===== src/rtl/icache_pkg.sv =====
// rtl/icache_pkg.sv - shared widths for the instruction cache
// Purpose: global machine width and default cache geometry, imported by icache.
// Ports: none (package).
package icache_pkg;

  // Machine word / address width.
  localparam int XLEN = 32;

  // Default log2 of the line count (one instruction per line).
  localparam int ICACHE_IDX_W_DEFAULT = 4;

  typedef logic [XLEN-1:0] word_t;

endpackage


===== src/rtl/icache.sv =====
// rtl/icache.sv - direct-mapped instruction cache, one instruction per line
// Purpose: serves fetcher requests from a small direct-mapped array, hitting
//   with one-cycle latency and refilling a missed line from the memory
//   controller. Lines are indexed by halfword so compressed instructions at
//   pc+2 occupy their own line.
// Ports:
//   clk            system clock, all state updates on posedge
//   rst            synchronous active-high reset, effective only while rdy=1
//   rdy            global enable; when low all state and outputs hold
//   flush          misprediction flush, aborts any request or miss
//   fet_req/fet_pc fetch request and halfword-aligned PC (sampled when idle)
//   ic_busy        high whenever a miss is outstanding
//   ic_inst_valid  one-cycle delivery pulse, with ic_inst / ic_inst_addr
//   ic_mem_enable  miss request to memory controller, ic_mem_pc its address
//   mem_fet_busy   memory controller busy, request is held off
//   mem_inst_*     memory controller instruction return
module icache
  import icache_pkg::*;
#(
  parameter int ICACHE_IDX_W = ICACHE_IDX_W_DEFAULT
) (
  input  logic            clk,
  input  logic            rst,
  input  logic            rdy,
  input  logic            flush,
  input  logic            fet_req,
  input  logic [XLEN-1:0] fet_pc,
  output logic            ic_busy,
  output logic            ic_inst_valid,
  output logic [XLEN-1:0] ic_inst,
  output logic [XLEN-1:0] ic_inst_addr,
  output logic            ic_mem_enable,
  output logic [XLEN-1:0] ic_mem_pc,
  input  logic            mem_fet_busy,
  input  logic            mem_inst_ready,
  input  logic [XLEN-1:0] mem_inst,
  input  logic [XLEN-1:0] mem_inst_addr
);

  localparam int NLINES = 1 << ICACHE_IDX_W;
  localparam int TAG_W  = XLEN - ICACHE_IDX_W - 1;

  typedef enum logic [1:0] {
    S_IDLE      = 2'd0,
    S_MISS_REQ  = 2'd1,
    S_MISS_WAIT = 2'd2
  } state_e;

  state_e            state_q, state_d;
  logic [XLEN-1:0]   miss_pc_q, miss_pc_d;
  logic              inst_valid_q, inst_valid_d;
  logic [XLEN-1:0]   inst_q, inst_d;
  logic [XLEN-1:0]   inst_addr_q, inst_addr_d;
  logic              fill_en;

  // Line storage: valid bits are reset, tag/data are not.
  logic [NLINES-1:0] line_valid_q;
  logic [TAG_W-1:0]  line_tag_q  [NLINES];
  logic [XLEN-1:0]   line_data_q [NLINES];

  logic [ICACHE_IDX_W-1:0] req_idx, miss_idx;
  logic [TAG_W-1:0]        req_tag, miss_tag;
  logic                    req_hit;
  logic                    fill_match;
  logic                    unused_pc_lsb;

  // Index skips bit 0: every halfword address gets its own line.
  assign req_idx  = fet_pc[ICACHE_IDX_W:1];
  assign req_tag  = fet_pc[XLEN-1:ICACHE_IDX_W+1];
  assign miss_idx = miss_pc_q[ICACHE_IDX_W:1];
  assign miss_tag = miss_pc_q[XLEN-1:ICACHE_IDX_W+1];

  // Aligned PCs never set bit 0, so it takes no part in the lookup.
  assign unused_pc_lsb = fet_pc[0];

  assign req_hit    = line_valid_q[req_idx] && (line_tag_q[req_idx] == req_tag);
  assign fill_match = mem_inst_ready && (mem_inst_addr == miss_pc_q);

  assign ic_busy       = (state_q != S_IDLE);
  assign ic_inst_valid = inst_valid_q;
  assign ic_inst       = inst_q;
  assign ic_inst_addr  = inst_addr_q;
  assign ic_mem_pc     = miss_pc_q;

  // The request is only offered on a cycle where the FSM will actually
  // advance to MISS_WAIT, so stalls and resets must suppress it too.
  assign ic_mem_enable = (state_q == S_MISS_REQ) && !mem_fet_busy && !flush
                         && rdy && !rst;

  always_comb begin
    state_d      = state_q;
    miss_pc_d    = miss_pc_q;
    inst_valid_d = 1'b0;
    inst_d       = '0;
    inst_addr_d  = inst_addr_q;
    fill_en      = 1'b0;

    if (flush) begin
      // Drops any request, pending miss and same-cycle fill.
      state_d = S_IDLE;
    end else begin
      unique case (state_q)
        S_IDLE: begin
          if (fet_req) begin
            if (req_hit) begin
              inst_valid_d = 1'b1;
              inst_d       = line_data_q[req_idx];
              inst_addr_d  = fet_pc;
            end else begin
              miss_pc_d = fet_pc;
              state_d   = S_MISS_REQ;
            end
          end
        end
        S_MISS_REQ: begin
          if (!mem_fet_busy) begin
            state_d = S_MISS_WAIT;
          end
        end
        S_MISS_WAIT: begin
          // Returns for other addresses belong to other requesters.
          if (fill_match) begin
            fill_en      = 1'b1;
            inst_valid_d = 1'b1;
            inst_d       = mem_inst;
            inst_addr_d  = miss_pc_q;
            state_d      = S_IDLE;
          end
        end
        default: begin
          state_d = S_IDLE;
        end
      endcase
    end
  end

  always_ff @(posedge clk) begin
    if (rdy) begin
      if (rst) begin
        state_q      <= S_IDLE;
        miss_pc_q    <= '0;
        inst_valid_q <= 1'b0;
        inst_q       <= '0;
        inst_addr_q  <= '0;
        line_valid_q <= '0;
      end else begin
        state_q      <= state_d;
        miss_pc_q    <= miss_pc_d;
        inst_valid_q <= inst_valid_d;
        inst_q       <= inst_d;
        inst_addr_q  <= inst_addr_d;
        if (fill_en) begin
          // Direct-mapped: the indexed line is simply replaced.
          line_valid_q[miss_idx] <= 1'b1;
          line_tag_q[miss_idx]   <= miss_tag;
          line_data_q[miss_idx]  <= mem_inst;
        end
      end
    end
  end

endmodule


===== config.mk =====
export PLATFORM = sky130hd
export DESIGN_NAME = icache
export DESIGN_NICKNAME = d
export VERILOG_FILES = /design/src/rtl/icache_pkg.sv /design/src/rtl/icache.sv
export SDC_FILE = /design/constraint.sdc
export NUM_CORES = 1
export LEC_CHECK = 0
export BUFFER_PORTS_ARGS = -buffer_cell sky130_fd_sc_hd__buf_2
export CORE_AREA = 5 5 352 354
export CTS_BUF_LIST = sky130_fd_sc_hd__clkbuf_16
export CTS_CLUSTER_DIAMETER = 120
export DETAILED_ROUTE_END_ITERATION = 6
export DIE_AREA = 0 0 357 359
export HOLD_SLACK_MARGIN = 0.02
export PLACE_DENSITY = 0.61
export SYNTH_ARGS = -nofsm -noshare
export SYNTH_HDL_FRONTEND = slang
export SYNTH_SLANG_ARGS = --single-unit
export TNS_END_PERCENT = 1

===== constraint.sdc =====
create_clock -name clk -period 4.7 [get_ports clk]
set_input_delay 0.47 -clock clk [delete_from_list [all_inputs] [get_ports clk]]
set_output_delay 0.47 -clock clk [all_outputs]
set_load 0.03 [all_outputs]

Word level (Yosys, flattened, before mapping)
Memory sizes are Yosys's and may differ from the RTL's. Cells that the tools add are included.

Magnitude comparators: 3. Shift-type cells: 0. Muxes and demuxes: 33. Multipliers: 0. Divide/modulo/power cells: 0. Equality and inequality tests: 13. Bitwise operators: 1. Reductions and logical operators: 21. Add/subtract/negate cells: 0.

Operator list (count): 2-to-1 mux 32 bit (11); case mux 32 bit (2 select lines) (2); equality test 32 bit (1); equality test 27 bit (1); 2-to-1 mux 16 bit (1); inequality test 4 bit, second input constant (4); OR 16 bit (1); 2-to-1 mux 1 bit (11); less-than comparator 4 x 5 -> 1 bit, second input constant (2); AND reduction 5 bit (2); inequality test 3 bit, second input constant (3); 2-to-1 mux 2 bit (4); nonzero test 2 bit (4); logical AND 1 bit (7); case mux 2 bit (3 select lines) (1); AND reduction 6 bit (1); binary-select mux 1 bit (select 4 bit) (1); demux 1 bit (select 4 bit) (1); greater-or-equal comparator 4 x 1 -> 1 bit, second input constant (1); inequality test 2 bit, second input constant (2); logical NOT 1 bit (3); nonzero test 3 bit (1); equality test 2 x 1 -> 1 bit, second input constant (1); equality test 2 bit, second input constant (1); other kinds (4) (4).

Bits in latches: 0. Memories: 2. ROM bits: 0. Output and inout port bits: 99. Flip-flop bits (word level): 115. Memory bits (writable): 944. Word-level logic and storage cells: 79. Input port bits: 103.

Memories: line_data_q (depth 16, bits a word 32, rd ports 1, clocked after memory_dff 0, wr ports 1, line icache.sv:59) `logic [XLEN-1:0] line_data_q [NLINES];`; line_tag_q (depth 16, bits a word 27, rd ports 1, clocked after memory_dff 0, wr ports 1, line icache.sv:58) `logic [TAG_W-1:0] line_tag_q [NLINES];`.

Depth between registers and ports, before layout
Depth after elaboration: 9. Depth in mapped cells: 13. Depth with buffers taken out: 8.

Worst setup path after synthesis
Ideal clock, no wire load.

Kind: register to register. From: register miss_pc_q[3], in the netlist ic_mem_pc[3]. To: memory line_data_q[14][0] (enable). Library setup time: 0.476 ns. Arrival: 4.759 ns. Path slack: -0.535 ns. Required time: 4.224 ns. Path buffers: 2. Clock period less this slack: 5.235 ns. Stages on the path, launching flop included: 10. Cells stage by stage: edfxtp_1 -> clkbuf_1 -> xor2_1 -> nor4_1 -> nand4_1 -> or3_1 -> nor2b_1 -> clkbuf_1 -> nand3_1 -> nor2_1.

Cells in the longest elaborated chain, start to end: 9.

Ends and longest elaborated chain: start, declared (line icache.sv:50) `logic [XLEN-1:0] miss_pc_q, miss_pc_d;`; start signal, assigned (line icache.sv:148) `miss_pc_q <= miss_pc_d;`; equality test 32 bit (line icache.sv:77) `assign fill_match = mem_inst_ready && (mem_inst_addr == miss_pc_q);`; logical AND 1 bit (line icache.sv:77); 2-to-1 mux 1 bit (line icache.sv:122) `if (fill_match) begin`; 2-to-1 mux 1 bit (line icache.sv:102) `unique case (state_q)`; 2-to-1 mux 1 bit (line icache.sv:98) `if (flush) begin`; 2-to-1 mux 1 bit (line icache.sv:152) `if (fill_en) begin`; 2-to-1 mux 1 bit (line icache.sv:139) `if (rst) begin`; 2-to-1 mux 1 bit (line icache.sv:138) `if (rdy) begin`; 2-to-1 mux 1 bit (not written as such) (line icache.sv:156) `line_data_q[miss_idx] <= mem_inst;`; end, declared (line icache.sv:59).

Parallel ways exist; a longest one is shown, timed or not.

Worst setup path after layout
From: register miss_pc_q[23], in the netlist ic_mem_pc[23]. To: memory line_data_q[11][7] (enable).

Cells in the longest elaborated chain, start to end: 9.

Ends and longest elaborated chain (line): equality test 32 bit (icache.sv:77); logical AND 1 bit (icache.sv:77); 2-to-1 mux 1 bit (icache.sv:122); 2-to-1 mux 1 bit (icache.sv:102); 2-to-1 mux 1 bit (icache.sv:98); 2-to-1 mux 1 bit (icache.sv:152); 2-to-1 mux 1 bit (icache.sv:139); 2-to-1 mux 1 bit (icache.sv:138); 2-to-1 mux 1 bit (not written as such) (icache.sv:156).

Every way passes these cells.

==> results_dict.tcl <==
set metrics [dict create \
    io_pins 202 \
    nNetsFinal 2426 \
    vias 21600 \
    yosysWarnings 0 \
    synth-simple-area-share_pct 3.59 \
    port_buffers 201 \
    die-area_mm2 0.128 \
    wl_per_cell_um 27.3 \
    synth-edff-count 1059 \
    syn2layout_area_growth_pct 17.1 \
    fin_util_pct 40.6 \
    clock-skew-final_ns 0.0308 \
    cp_top_family "simple AND/OR/NAND/NOR gates" \
    postRouteAntennaNets 0 \
    clock_path_buffers 3 \
    setup_viol 0 \
    start_kind "flop" \
    worst_ir_drop_vdd_mv 0.368 \
    drt-met1-wl_um 45400 \
    clk_latency_ns 0.68 \
    cts-resized-gates 0 \
    path_buf_inv 1 \
    post_cts_buffers 0 \
    rsz0062_at_grt "false" \
    ys.flop_type "edfxtp_1" \
    drt_pass1_iterations 5 \
    synthAdderAreaFrac_pct 0 \
    routed_wl_um 110000 \
    cts-root-buf "clkbuf_16" \
    cp-end-kind "flop" \
    cp_max_fo 27 \
    cp.arrival_ns 4.52 \
    cp_cell_sequence "xor2_1 -> nor4_1 -> nand4_1 -> or3_1 -> nor2b_4 -> nand3_1 -> nor2_4 -> buf_4" \
    leakagePower_nw 16.0 \
    synth_compound_area_share_pct 2.57 \
    dp_cells 3842 \
    max_freq_mhz 238 \
    synth_xor_area_share_pct 1.05 \
    finalMaxSlewViolations 0 \
    h-tree-depth 3 \
    grt_pass1_vias 22200 \
    antenna_found_initial 9 \
    hold_class "input port to flop" \
    routed.top_layer "met5" \
    cts_tree "built" \
    grt_overflow 0 \
    cts.sinks 1059 \
    tns_ns 0 \
    synthMuxAreaShare_pct 15.1 \
    grt_pass1_wl_um 158000 \
    grt_max_degree 77 \
    final-hold-violation-count 0 \
    synth_top_family_by_area "multiplexers" \
    crit_slowest_cell "edfxtp_1" \
    final-instance-count-excl-fill 4040 \
    cts_made_buffers 104 \
    hold_ws_ns 0.164 \
    ys_seq_elements 1059 \
    start_util_pct 34.6 \
    seq_area_frac_synth_pct 76.1 \
    grt_use_total_pct 16.9 \
    synth_cells 2022 \
    tightest_slew_ns 1.27 \
    critPathMaxStageDelay_ns 0.74 \
    hold_buffers 0 \
    fp.dieH_um 359 \
    syn-num-nets 2125 \
    p_per_area_mw_per_mm2 406 \
    via_per_inst 5.34 \
    dp_hpwl_um 64200 \
    cap_viol_max_count 0 \
    drive_gt1_share_pct 31.4 \
    gp_congestion 0.840 \
    wl_met3_um 11000 \
    rows 128 \
    wl_met2_um 51900 \
    die_w_um 357 \
    cts.clk_slew.worst_paths_ns 0.06 \
    synth_area_mm2 0.0418 \
    route.detailed.drc 0 \
    relSlewSlack_pct 14.6 \
    core_mm2 0.121 \
    drtIter0Drc 2502 \
    critPathKind "flop to flop" \
    async_reset_ff_share_pct 0 \
    avgSynthCellArea_um2 20.7 \
    outcome "finished clean" \
    period_minus_slack_ns 4.20 \
    netlist-cell-type-count 65 \
    fin_crit_sh_pct 89.4 \
    worstPathRequired_ns 5.01 \
]
[metrics by stage]
step	power, W	setup slack [ns]	cell area, um^2
floorplan	0.0113	-0.535	41800
global placement	0.0118	0.429	45500
detailed placement	0.0118	0.417	45500
CTS	0.0201	0.432	49000
global route	0.0205	0.251	49000
finish	0.0199	0.496	49000
[routing by layer]
layer	global-route usage [%]	up-vias
met5	0	-
met4	3.45	4
met3	3.87	153
met2	26.9	1051
met1	24.0	11400
li1	-	8924
[state kept, by name, indices dropped and copies added, names as in the netlist]
name and count:
ic_inst 32, ic_inst_addr 32, ic_inst_valid 1, ic_mem_pc 32, line_data_q 512, line_tag_q 432, line_valid_q 16, state_q 2
[where the power goes]
group          total, W  internal (W)  switching, W
clock           0.00828       0.00474       0.00353
sequential       0.0105        0.0104     0.0000582
combinational   0.00110      0.000417      0.000680
[Yosys cell counts, types with 4 or more instances]
cell / n / area, um^2
edfxtp_1: 1059 / 31800
buf_6: 9 / 101
nor2_1: 50 / 188
buf_4: 6 / 45.0
a22o_1: 4 / 35.0
nor3_1: 12 / 60.1
clkbuf_1: 43 / 161
nand2_1: 115 / 432
nand3_1: 16 / 80.1
nand4_1: 10 / 62.6
mux2i_1: 59 / 591
a22oi_1: 18 / 135
o22ai_1: 5 / 31.3
o21ai_2: 20 / 175
nor4_1: 12 / 75.1
nor2b_1: 44 / 275
nand4b_1: 4 / 35.0
a21oi_1: 46 / 230
mux4_2: 252 / 5680
mux2_2: 4 / 45.0
xor2_1: 33 / 289
a211o_1: 4 / 35.0
a31oi_1: 7 / 43.8
buf_2: 36 / 180
o21ai_1: 13 / 65.1
xnor2_1: 17 / 149
and3_1: 10 / 62.6
a2111oi_0: 5 / 43.8
nand2b_1: 8 / 50.1
inv_1: 35 / 131
buf_1: 10 / 37.5
[cells in the final DEF (no fill, tap or decap), types with 12 or more instances in the layout]
cell       instances
edfxtp_1        1059
mux4_2           252
buf_2            197
nand2_1          115
clkbuf_16        105
buf_4             76
mux2i_1           59
inv_1             50
a21oi_1           46
nor2b_1           42
nor2_1            34
xor2_1            33
clkinv_1          28
clkinv_2          27
buf_12            24
o21ai_2           20
a22oi_1           18
xnor2_1           17
nand3_1           16
nor2_4            16
o21ai_1           13
nor4_1            12
nor3_1            12
bufinv_16         12
[layout make-up]
class | instances | area, um^2
clock inverters | 89 | 808
multi-input cells | 822 | 9480
repair buffers | 299 | 2070
inverters | 37 | 140
well taps | 1625 | 2030
clock buffers | 105 | 2630
fillers | 10700 | 71800
flip-flops and latches | 1059 | 31800
diodes | 4 | 10.0
[worst paths after layout]
kind / from / endpoint / slack [ns] / cells after the start
setup / recovery: ic_mem_pc[23] / line_data_q[11][7] / 0.50 / 8
hold / removal: mem_inst[21] / line_data_q[7][21] / 0.16 / 1
setup reg to reg: ic_mem_pc[23] / line_data_q[11][7] / 0.50 / 8
hold reg to reg: line_valid_q[15] / line_valid_q[15] / 0.58 / 2
[kinds of logic after synthesis]
kind of cell	Yosys count
multiplexers	317
XOR/XNOR	50
flip-flops	1059
buffers and inverters	141
AO/OA/AOI/OAI	154
AND/OR/NAND/NOR	301
Note: power is estimated with default switching activity, not from simulation.
